File: config.mk
export PLATFORM = sky130hd
export DESIGN_NAME = bp_me_stream_lock_arbiter
export DESIGN_NICKNAME = d
export VERILOG_FILES = /design/src/rtl/bp_me_stream_lock_arbiter_pkg.sv /design/src/rtl/bp_me_stream_beat_counter.sv /design/src/rtl/bp_me_stream_lock_arbiter.sv
export SDC_FILE = /design/constraint.sdc
export NUM_CORES = 1
export LEC_CHECK = 0
export ABC_AREA = 1
export BUFFER_PORTS_ARGS = -buffer_cell sky130_fd_sc_hd__buf_2
export CAP_MARGIN = 0
export CELL_PAD_IN_SITES_DETAIL_PLACEMENT = 1
export CELL_PAD_IN_SITES_GLOBAL_PLACEMENT = 1
export CORE_AREA = 4 4 141 143
export CTS_BUF_LIST = sky130_fd_sc_hd__clkbuf_2
export DETAILED_ROUTE_END_ITERATION = 16
export DIE_AREA = 0 0 145 147
export PLACE_DENSITY_LB_ADDON = 0.2
export SYNTH_ARGS = -nofsm -noshare
export SYNTH_HDL_FRONTEND = slang
export SYNTH_HIERARCHICAL = 1
export SYNTH_SLANG_ARGS = --single-unit
File: constraint.sdc
create_clock -name clk_i -period 2.6 [get_ports clk_i]
set_clock_uncertainty 0.05 [all_clocks]
set_input_delay 0.52 -clock clk_i [delete_from_list [all_inputs] [get_ports clk_i]]
set_output_delay 0.52 -clock clk_i [all_outputs]
set_load 0.02 [all_outputs]
File: src/rtl/bp_me_stream_lock_arbiter_pkg.sv
// BedRock stream message types, header layout and the beat-count rule shared
// by stream pumps and arbiters so they agree on message length.
package bp_me_stream_lock_arbiter_pkg;

  localparam int unsigned paddr_width_lp  = 40;
  localparam int unsigned mem_type_num_lp = 16;

  typedef enum logic [3:0] {
    e_bedrock_mem_rd    = 4'd0,
    e_bedrock_mem_wr    = 4'd1,
    e_bedrock_mem_uc_rd = 4'd2,
    e_bedrock_mem_uc_wr = 4'd3,
    e_bedrock_mem_pre   = 4'd4,
    e_bedrock_mem_amo   = 4'd5
  } bp_bedrock_mem_type_e;

  typedef enum logic [2:0] {
    e_bedrock_msg_size_1   = 3'd0,
    e_bedrock_msg_size_2   = 3'd1,
    e_bedrock_msg_size_4   = 3'd2,
    e_bedrock_msg_size_8   = 3'd3,
    e_bedrock_msg_size_16  = 3'd4,
    e_bedrock_msg_size_32  = 3'd5,
    e_bedrock_msg_size_64  = 3'd6,
    e_bedrock_msg_size_128 = 3'd7
  } bp_bedrock_msg_size_e;

  // Fixed header fields; the payload is appended above these bits.
  typedef struct packed {
    logic [paddr_width_lp-1:0] addr;
    bp_bedrock_msg_size_e      size;
    bp_bedrock_mem_type_e      msg_type;
  } bp_bedrock_hdr_base_s;

  localparam int unsigned bedrock_hdr_base_w = $bits(bp_bedrock_hdr_base_s);
  localparam int unsigned hdr_type_lsb       = 0;
  localparam int unsigned hdr_type_w         = $bits(bp_bedrock_mem_type_e);
  localparam int unsigned hdr_size_lsb       = hdr_type_w;
  localparam int unsigned hdr_size_w         = $bits(bp_bedrock_msg_size_e);

  localparam logic [mem_type_num_lp-1:0] default_stream_mask =
    16'((1 << e_bedrock_mem_wr) | (1 << e_bedrock_mem_uc_wr));

  // Beats in a message: streamed types split by beat width, clamped to one block.
  function automatic int unsigned bp_stream_beats(
    input logic [hdr_type_w-1:0]      msg_type,
    input logic [hdr_size_w-1:0]      size,
    input int unsigned                data_width,
    input int unsigned                block_width,
    input logic [mem_type_num_lp-1:0] mask
  );
    int unsigned n;
    int unsigned max_n;
    max_n = block_width / data_width;
    if (!mask[msg_type]) return 1;
    n = (32'd1 << size) / (data_width / 8);
    if (n == 0) n = 1;
    if (n > max_n) n = max_n;
    return n;
  endfunction

endpackage

File: src/rtl/bp_me_stream_beat_counter.sv
// Down-counter of beats remaining in a stream message, with a last-beat flag.
module bp_me_stream_beat_counter #(
  parameter int unsigned cnt_width_p = 3
) (
  input  logic                   clk_i,
  input  logic                   reset_n_i,
  input  logic                   load_i,
  input  logic [cnt_width_p-1:0] load_val_i,
  input  logic                   dec_i,
  output logic                   last_o
);

  logic [cnt_width_p-1:0] cnt_q, cnt_d;

  always_comb begin
    cnt_d = cnt_q;
    if (load_i) begin
      cnt_d = load_val_i;
    end else if (dec_i && (cnt_q != '0)) begin
      cnt_d = cnt_q - cnt_width_p'(1);
    end
  end

  always_ff @(posedge clk_i or negedge reset_n_i) begin
    if (!reset_n_i) begin
      cnt_q <= '0;
    end else begin
      cnt_q <= cnt_d;
    end
  end

  assign last_o = (cnt_q == '0);

endmodule

File: src/rtl/bp_me_stream_lock_arbiter.sv
// Round-robin arbiter sharing one BedRock stream consumer; the grant is locked
// from the first to the last beat so multi-beat messages never interleave.
module bp_me_stream_lock_arbiter
  import bp_me_stream_lock_arbiter_pkg::*;
#(
  parameter int unsigned num_req_p             = 2,
  parameter int unsigned data_width_p          = 64,
  parameter int unsigned bedrock_block_width_p = 512,
  parameter int unsigned payload_width_p       = 8,
  parameter logic [mem_type_num_lp-1:0] stream_mask_p = default_stream_mask,
  localparam int unsigned hdr_w = payload_width_p + bedrock_hdr_base_w
) (
  input  logic                              clk_i,
  input  logic                              reset_n_i,
  input  logic [num_req_p*hdr_w-1:0]        msg_header_i,
  input  logic [num_req_p*data_width_p-1:0] msg_data_i,
  input  logic [num_req_p-1:0]              msg_v_i,
  output logic [num_req_p-1:0]              msg_ready_and_o,
  output logic [hdr_w-1:0]                  msg_header_o,
  output logic [data_width_p-1:0]           msg_data_o,
  output logic                              msg_v_o,
  input  logic                              msg_ready_and_i,
  output logic [num_req_p-1:0]              grant_o,
  output logic                              lock_o
);

  localparam int unsigned max_beats_lp = bedrock_block_width_p / data_width_p;
  localparam int unsigned cnt_w_lp     = (max_beats_lp > 1) ? $clog2(max_beats_lp) : 1;
  localparam int unsigned beats_w_lp   = cnt_w_lp + 1;
  localparam int unsigned sel_w_lp     = $clog2(num_req_p);
  localparam int unsigned sum_w_lp     = sel_w_lp + 1;

  localparam logic [0:0] st_idle_lp = 1'b0;
  localparam logic [0:0] st_lock_lp = 1'b1;

  logic [0:0]          state_q, state_d;
  logic [sel_w_lp-1:0] rr_ptr_q, rr_ptr_d;
  logic [sel_w_lp-1:0] lock_grant_q, lock_grant_d;

  logic                  found;
  logic [sel_w_lp-1:0]   winner;
  logic [sum_w_lp-1:0]   rr_sum;
  logic                  gnt_any;
  logic [sel_w_lp-1:0]   gnt_idx;
  logic                  hs;
  logic [beats_w_lp-1:0] beats_c;
  logic                  cnt_load, cnt_dec, cnt_last;

  function automatic logic [sel_w_lp-1:0] rr_next(input logic [sel_w_lp-1:0] idx);
    return (idx == sel_w_lp'(num_req_p - 1)) ? '0 : idx + sel_w_lp'(1);
  endfunction

  // Round-robin pick: first valid requester at or above rr_ptr, wrapping.
  always_comb begin
    found  = 1'b0;
    winner = '0;
    rr_sum = '0;
    for (int k = 0; k < int'(num_req_p); k++) begin
      rr_sum = {1'b0, rr_ptr_q} + sum_w_lp'(k);
      if (rr_sum >= sum_w_lp'(num_req_p)) rr_sum = rr_sum - sum_w_lp'(num_req_p);
      if (!found && msg_v_i[rr_sum[sel_w_lp-1:0]]) begin
        found  = 1'b1;
        winner = rr_sum[sel_w_lp-1:0];
      end
    end
  end

  // Grant selection and datapath mux; everything is forced quiet while in reset.
  always_comb begin
    gnt_any = found;
    gnt_idx = winner;
    if (state_q == st_lock_lp) begin
      gnt_any = 1'b1;
      gnt_idx = lock_grant_q;
    end
    if (!reset_n_i) gnt_any = 1'b0;
    grant_o = '0;
    if (gnt_any) grant_o[gnt_idx] = 1'b1;
    msg_v_o         = gnt_any & msg_v_i[gnt_idx];
    msg_header_o    = msg_header_i[gnt_idx*hdr_w +: hdr_w];
    msg_data_o      = msg_data_i[gnt_idx*data_width_p +: data_width_p];
    msg_ready_and_o = {num_req_p{msg_ready_and_i}} & grant_o;
  end

  assign hs     = msg_v_o & msg_ready_and_i;
  assign lock_o = (state_q == st_lock_lp);
  assign beats_c = beats_w_lp'(bp_stream_beats(
    msg_header_o[hdr_type_lsb +: hdr_type_w],
    msg_header_o[hdr_size_lsb +: hdr_size_w],
    data_width_p, bedrock_block_width_p, stream_mask_p));

  always_comb begin
    state_d      = state_q;
    rr_ptr_d     = rr_ptr_q;
    lock_grant_d = lock_grant_q;
    cnt_load     = 1'b0;
    cnt_dec      = 1'b0;
    if (hs) begin
      if (state_q == st_idle_lp) begin
        if (beats_c > beats_w_lp'(1)) begin
          state_d      = st_lock_lp;
          lock_grant_d = winner;
          cnt_load     = 1'b1;
        end else begin
          rr_ptr_d = rr_next(winner);
        end
      end else if (cnt_last) begin
        state_d  = st_idle_lp;
        rr_ptr_d = rr_next(lock_grant_q);
      end else begin
        cnt_dec = 1'b1;
      end
    end
  end

  always_ff @(posedge clk_i or negedge reset_n_i) begin
    if (!reset_n_i) begin
      state_q      <= st_idle_lp;
      rr_ptr_q     <= '0;
      lock_grant_q <= '0;
    end else begin
      state_q      <= state_d;
      rr_ptr_q     <= rr_ptr_d;
      lock_grant_q <= lock_grant_d;
    end
  end

  bp_me_stream_beat_counter #(
    .cnt_width_p(cnt_w_lp)
  ) u_beat_counter (
    .clk_i      (clk_i),
    .reset_n_i  (reset_n_i),
    .load_i     (cnt_load),
    .load_val_i (cnt_w_lp'(beats_c - beats_w_lp'(2))),
    .dec_i      (cnt_dec),
    .last_o     (cnt_last)
  );

endmodule

==> report_table.html <==
<table>
<tr><th>Metric</th><th>Value</th></tr>
<tr><th colspan="2">STA</th></tr>
<tr><td>Worst rel slew slack</td><td>0.743</td></tr>
<tr><td>Slew Limit Fails</td><td>0</td></tr>
<tr><td>Max frequency</td><td>413 MHz</td></tr>
<tr><td>Fin. Hold Viols</td><td>0</td></tr>
<tr><td>Actual transition at the worst max-transition pin</td><td>0.384 ns</td></tr>
<tr><td>Unrepaired setup endpoints after global routing</td><td>no</td></tr>
<tr><td>Share of the clock period used by the worst path</td><td>0.932</td></tr>
<tr><td>Final count of negative-setup-slack endpoints</td><td>0</td></tr>
<tr><td>Setup TNS after final layout</td><td>0 ns</td></tr>
<tr><td>Worst setup slack after layout</td><td>0.178 ns</td></tr>
<tr><td>Minimum period implied by the final worst setup slack</td><td>2.42 ns</td></tr>
<tr><th colspan="2">Clocking</th></tr>
<tr><td>Number of buffers on the longest clock path</td><td>2</td></tr>
<tr><td>Cell at the root of the clock tree</td><td>clkbuf_2</td></tr>
<tr><td># H-tree levels</td><td>1</td></tr>
<tr><td>Clk Latency, worst-skew pair</td><td>0.23 ns</td></tr>
<tr><td>Clock-pin slew on the worst setup and hold paths</td><td>0.07 ns</td></tr>
<tr><td>CTS tree</td><td>yes</td></tr>
<tr><td>TritonCTS Buffers</td><td>3</td></tr>
<tr><td>Clk sink count</td><td>6</td></tr>
<tr><th colspan="2">Setup path</th></tr>
<tr><td>Arrival time at the worst endpoint</td><td>1.85 ns</td></tr>
<tr><td>Largest fanout of any net on the critical path</td><td>74</td></tr>
<tr><td>Kind of start point of the critical path</td><td>register</td></tr>
<tr><td>Path type of the worst setup path</td><td>register to primary output</td></tr>
<tr><td>Crit path required time</td><td>2.03 ns</td></tr>
<tr><td>Kind of capture point of the worst setup path</td><td>primary output</td></tr>
<tr><th colspan="2">Drt</th></tr>
<tr><td>Number of nets still failing antenna checks after routing</td><td>0</td></tr>
<tr><td>Detailed-route via count</td><td>4101</td></tr>
<tr><td>Remaining design rule violation count</td><td>0</td></tr>
<tr><td>Length of the first detailed-routing pass in iterations</td><td>4</td></tr>
<tr><td>Drt total wl</td><td>15.5 mm</td></tr>
<tr><td>Via count normalized by instance count</td><td>3.90</td></tr>
<tr><td>Count of routing violations after the opening detailed-route iteration</td><td>68</td></tr>
<tr><td>Routed wire length per instance</td><td>14.7 µm</td></tr>
<tr><th colspan="2">Synth</th></tr>
<tr><td>Avg Inst Size Synth</td><td>4.33 µm²</td></tr>
<tr><td>Cell accounting for the most synthesized area</td><td>nand2_1</td></tr>
<tr><td>Most instantiated cells after synthesis</td><td>nand2_1 (373), inv_1 (18), buf_2 (16), nand3_1 (10), nor2_1 (7)</td></tr>
<tr><td>Largest cells by area after synthesis</td><td>nand2_1 (69%), dfrtp_1 (7.4%), buf_2 (4.0%)</td></tr>
<tr><td>Synthesis-stage register bit count</td><td>6</td></tr>
<tr><td>Cells after Synth</td><td>466</td></tr>
<tr><td>Number of nets produced by synthesis</td><td>711</td></tr>
<tr><td>Commonest register cell after synthesis</td><td>dfrtp_1</td></tr>
<tr><td>Synth warn</td><td>6</td></tr>
<tr><td>Total standard cell area after synthesis</td><td>0.00202 mm²</td></tr>
<tr><td>Synth unique cells</td><td>23</td></tr>
<tr><td>Number of flops mapped to enable cells by yosys</td><td>0</td></tr>
<tr><td>Share of the yosys chip area belonging to registers</td><td>0.0744</td></tr>
<tr><td>Area share of the largest cell type after synthesis</td><td>0.694</td></tr>
<tr><td>Async SR Flop Fraction</td><td>1.00</td></tr>
<tr><td>Top-count cell post-synth</td><td>nand2_1</td></tr>
<tr><th colspan="2">Layout</th></tr>
<tr><td>Nets@finish</td><td>1064</td></tr>
<tr><td>Ratio of cells with drive above 1 in the final layout</td><td>0.476</td></tr>
<tr><td>P&amp;R area growth vs syn</td><td>106%</td></tr>
<tr><td>Filler Cell Count</td><td>2561</td></tr>
<tr><td>Final instance count without filler cells</td><td>1051</td></tr>
<tr><td>Antenna diode count</td><td>0</td></tr>
<tr><td>Post-layout utilization of the core</td><td>0.224</td></tr>
<tr><th colspan="2">Job</th></tr>
<tr><td>Max_cap viols</td><td>0</td></tr>
<tr><th colspan="2">Pwr</th></tr>
<tr><td>Worst vdd ir</td><td>0.000241 V</td></tr>
<tr><td>Pwr/cell area</td><td>719 mW/mm²</td></tr>
<tr><td>Leak pwr</td><td>0.00287 µW</td></tr>
<tr><th colspan="2">Hold path</th></tr>
<tr><td>Type of the tightest min-delay check</td><td>primary input to async pin</td></tr>
<tr><th colspan="2">Die</th></tr>
<tr><td>Area enclosed by the die boundary</td><td>0.0213 mm²</td></tr>
<tr><td>Effective utilization at floorplan</td><td>0.109</td></tr>
<tr><td>Overall die height</td><td>147 µm</td></tr>
<tr><td>Chip width</td><td>145 µm</td></tr>
<tr><td>Std-Cell Core Area</td><td>0.0186 mm²</td></tr>
<tr><td>Site Rows</td><td>50</td></tr>
<tr><td>Count of pins on the block boundary</td><td>368</td></tr>
<tr><th colspan="2">Global routing</th></tr>
<tr><td>Remaining global-route overflow</td><td>0</td></tr>
<tr><td>Number of antenna violations at the first check in global routing</td><td>2</td></tr>
<tr><td>Via count of the first global-routing pass</td><td>4225</td></tr>
<tr><td>Largest net degree at the start of global routing</td><td>75</td></tr>
<tr><td>Aggregate global-route resource usage</td><td>0.131</td></tr>
<tr><td>Wire length of the first global-routing pass</td><td>22.8 mm</td></tr>
<tr><th colspan="2">Placed design</th></tr>
<tr><td>Final estimated routing congestion in global placement</td><td>0.809</td></tr>
<tr><td>Worst slack at placement</td><td>0.150 ns</td></tr>
<tr><td>Buffers added on ports</td><td>367</td></tr>
<tr><td>Detailed placement HPWL</td><td>13.4 mm</td></tr>
<tr><td>Number of placed instances with taps included</td><td>1047</td></tr>
<tr><th colspan="2">Run status</th></tr>
<tr><td>Outcome</td><td>finished clean</td></tr>
</table>
==> worst max-delay path, stage by stage, from the launching register on <==
cell and delay, ns:
dfrtp_1 0.44, inv_2 0.16, nand3_4 0.15, nand2_8 0.15, buf_16 0.25, nand2_1 0.10, nand2_1 0.13, buf_2 0.18
==> metal layers <==
layer  GRT usage  wire length, µm
met1       0.143             5800
met2       0.255             8040
met3      0.0395             1470
met4      0.0190              159
met5           0               13
==> registers in the layout (all words and copies together) (netlist names) <==
register and cells:
u_beat_counter/cnt_q 3, lock_grant_q 1, lock_o 1, rr_ptr_q 1
==> report_power, final <==
group          total [µW]  internal (µW)  switching (µW)
sequential            165            133            31.6
clock                68.6           31.4            37.2
combinational        2760            905            1850
total                2990           1070            1920
==> final cells by class <==
cell class	instances	area, µm²	share of cell area
sequential	6	150	0.0361
tap	234	293	0.0704
inverter	23	91.3	0.0220
multi-input combinational	412	1660	0.398
clock buffer	3	15.0	0.00361
timing repair buffer	373	1960	0.470
==> final timing paths <==
path                                start                 endpoint  slack (ns)  cells past startpoint
worst max-delay path               lock_o           msg_data_o[11]        0.18                      7
worst min-delay path            reset_n_i             lock_grant_q        0.06                      1
worst max register to register     lock_o  u_beat_counter/cnt_q[0]        0.38                     15
worst min register to register   rr_ptr_q                 rr_ptr_q        0.45                      2
max in group asynchronous       reset_n_i  u_beat_counter/cnt_q[2]        2.27                      1
min in group clk_i               rr_ptr_q                 rr_ptr_q        0.45                      2
==> logic make-up after synthesis <==
| family | Yosys count | synth area share |
|---|---|---|
| adder cells (fa/ha/maj) | 2 | 0.0124 |
| AND/OR/NAND/NOR | 402 | 0.781 |
| AO/OA/AOI/OAI | 8 | 0.0217 |
| buffers and inverters | 48 | 0.110 |
| flip-flops | 6 | 0.0744 |
==> metrics by stage <==
| step | hold slack [ns] | total power [µW] | instance area, µm² |
|---|---|---|---|
| detailed placement | 0.316 | 2900 | 4090 |
| CTS | 0.0655 | 2980 | 4100 |
| global route | 0.0656 | 3310 | 4160 |
| global placement | 0.319 | 2910 | 4090 |
| floorplan | 0.174 | 1880 | 2020 |
| finish | 0.0639 | 2990 | 4160 |
==> timing repair <==
item	CTS	global route
setup endpoints to repair	0	102
hold buffers	0	0
resized for setup	0	7
buffers inserted	0	0
==> cells in the final DEF, fill, tap and decap left out <==
cell       count
nor2_1         7
a21oi_1        2
buf_16         2
inv_6          1
buf_2        367
nor2_4         1
nand3b_1       1
nand2_1      372
nand2_2        4
nand3_1       10
buf_6          1
a31oi_1        1
nand3_2        1
buf_12         1
o21ai_0        4
inv_1         18
nor3_1         2
ha_1           2
clkbuf_16      1
nand2_8        1
nand4_1        2
nand3_4        1
buf_4          1
dfrtp_1        6
clkbuf_2       3
inv_2          4
a21boi_0       1
Power figures use the tool's default switching activity.
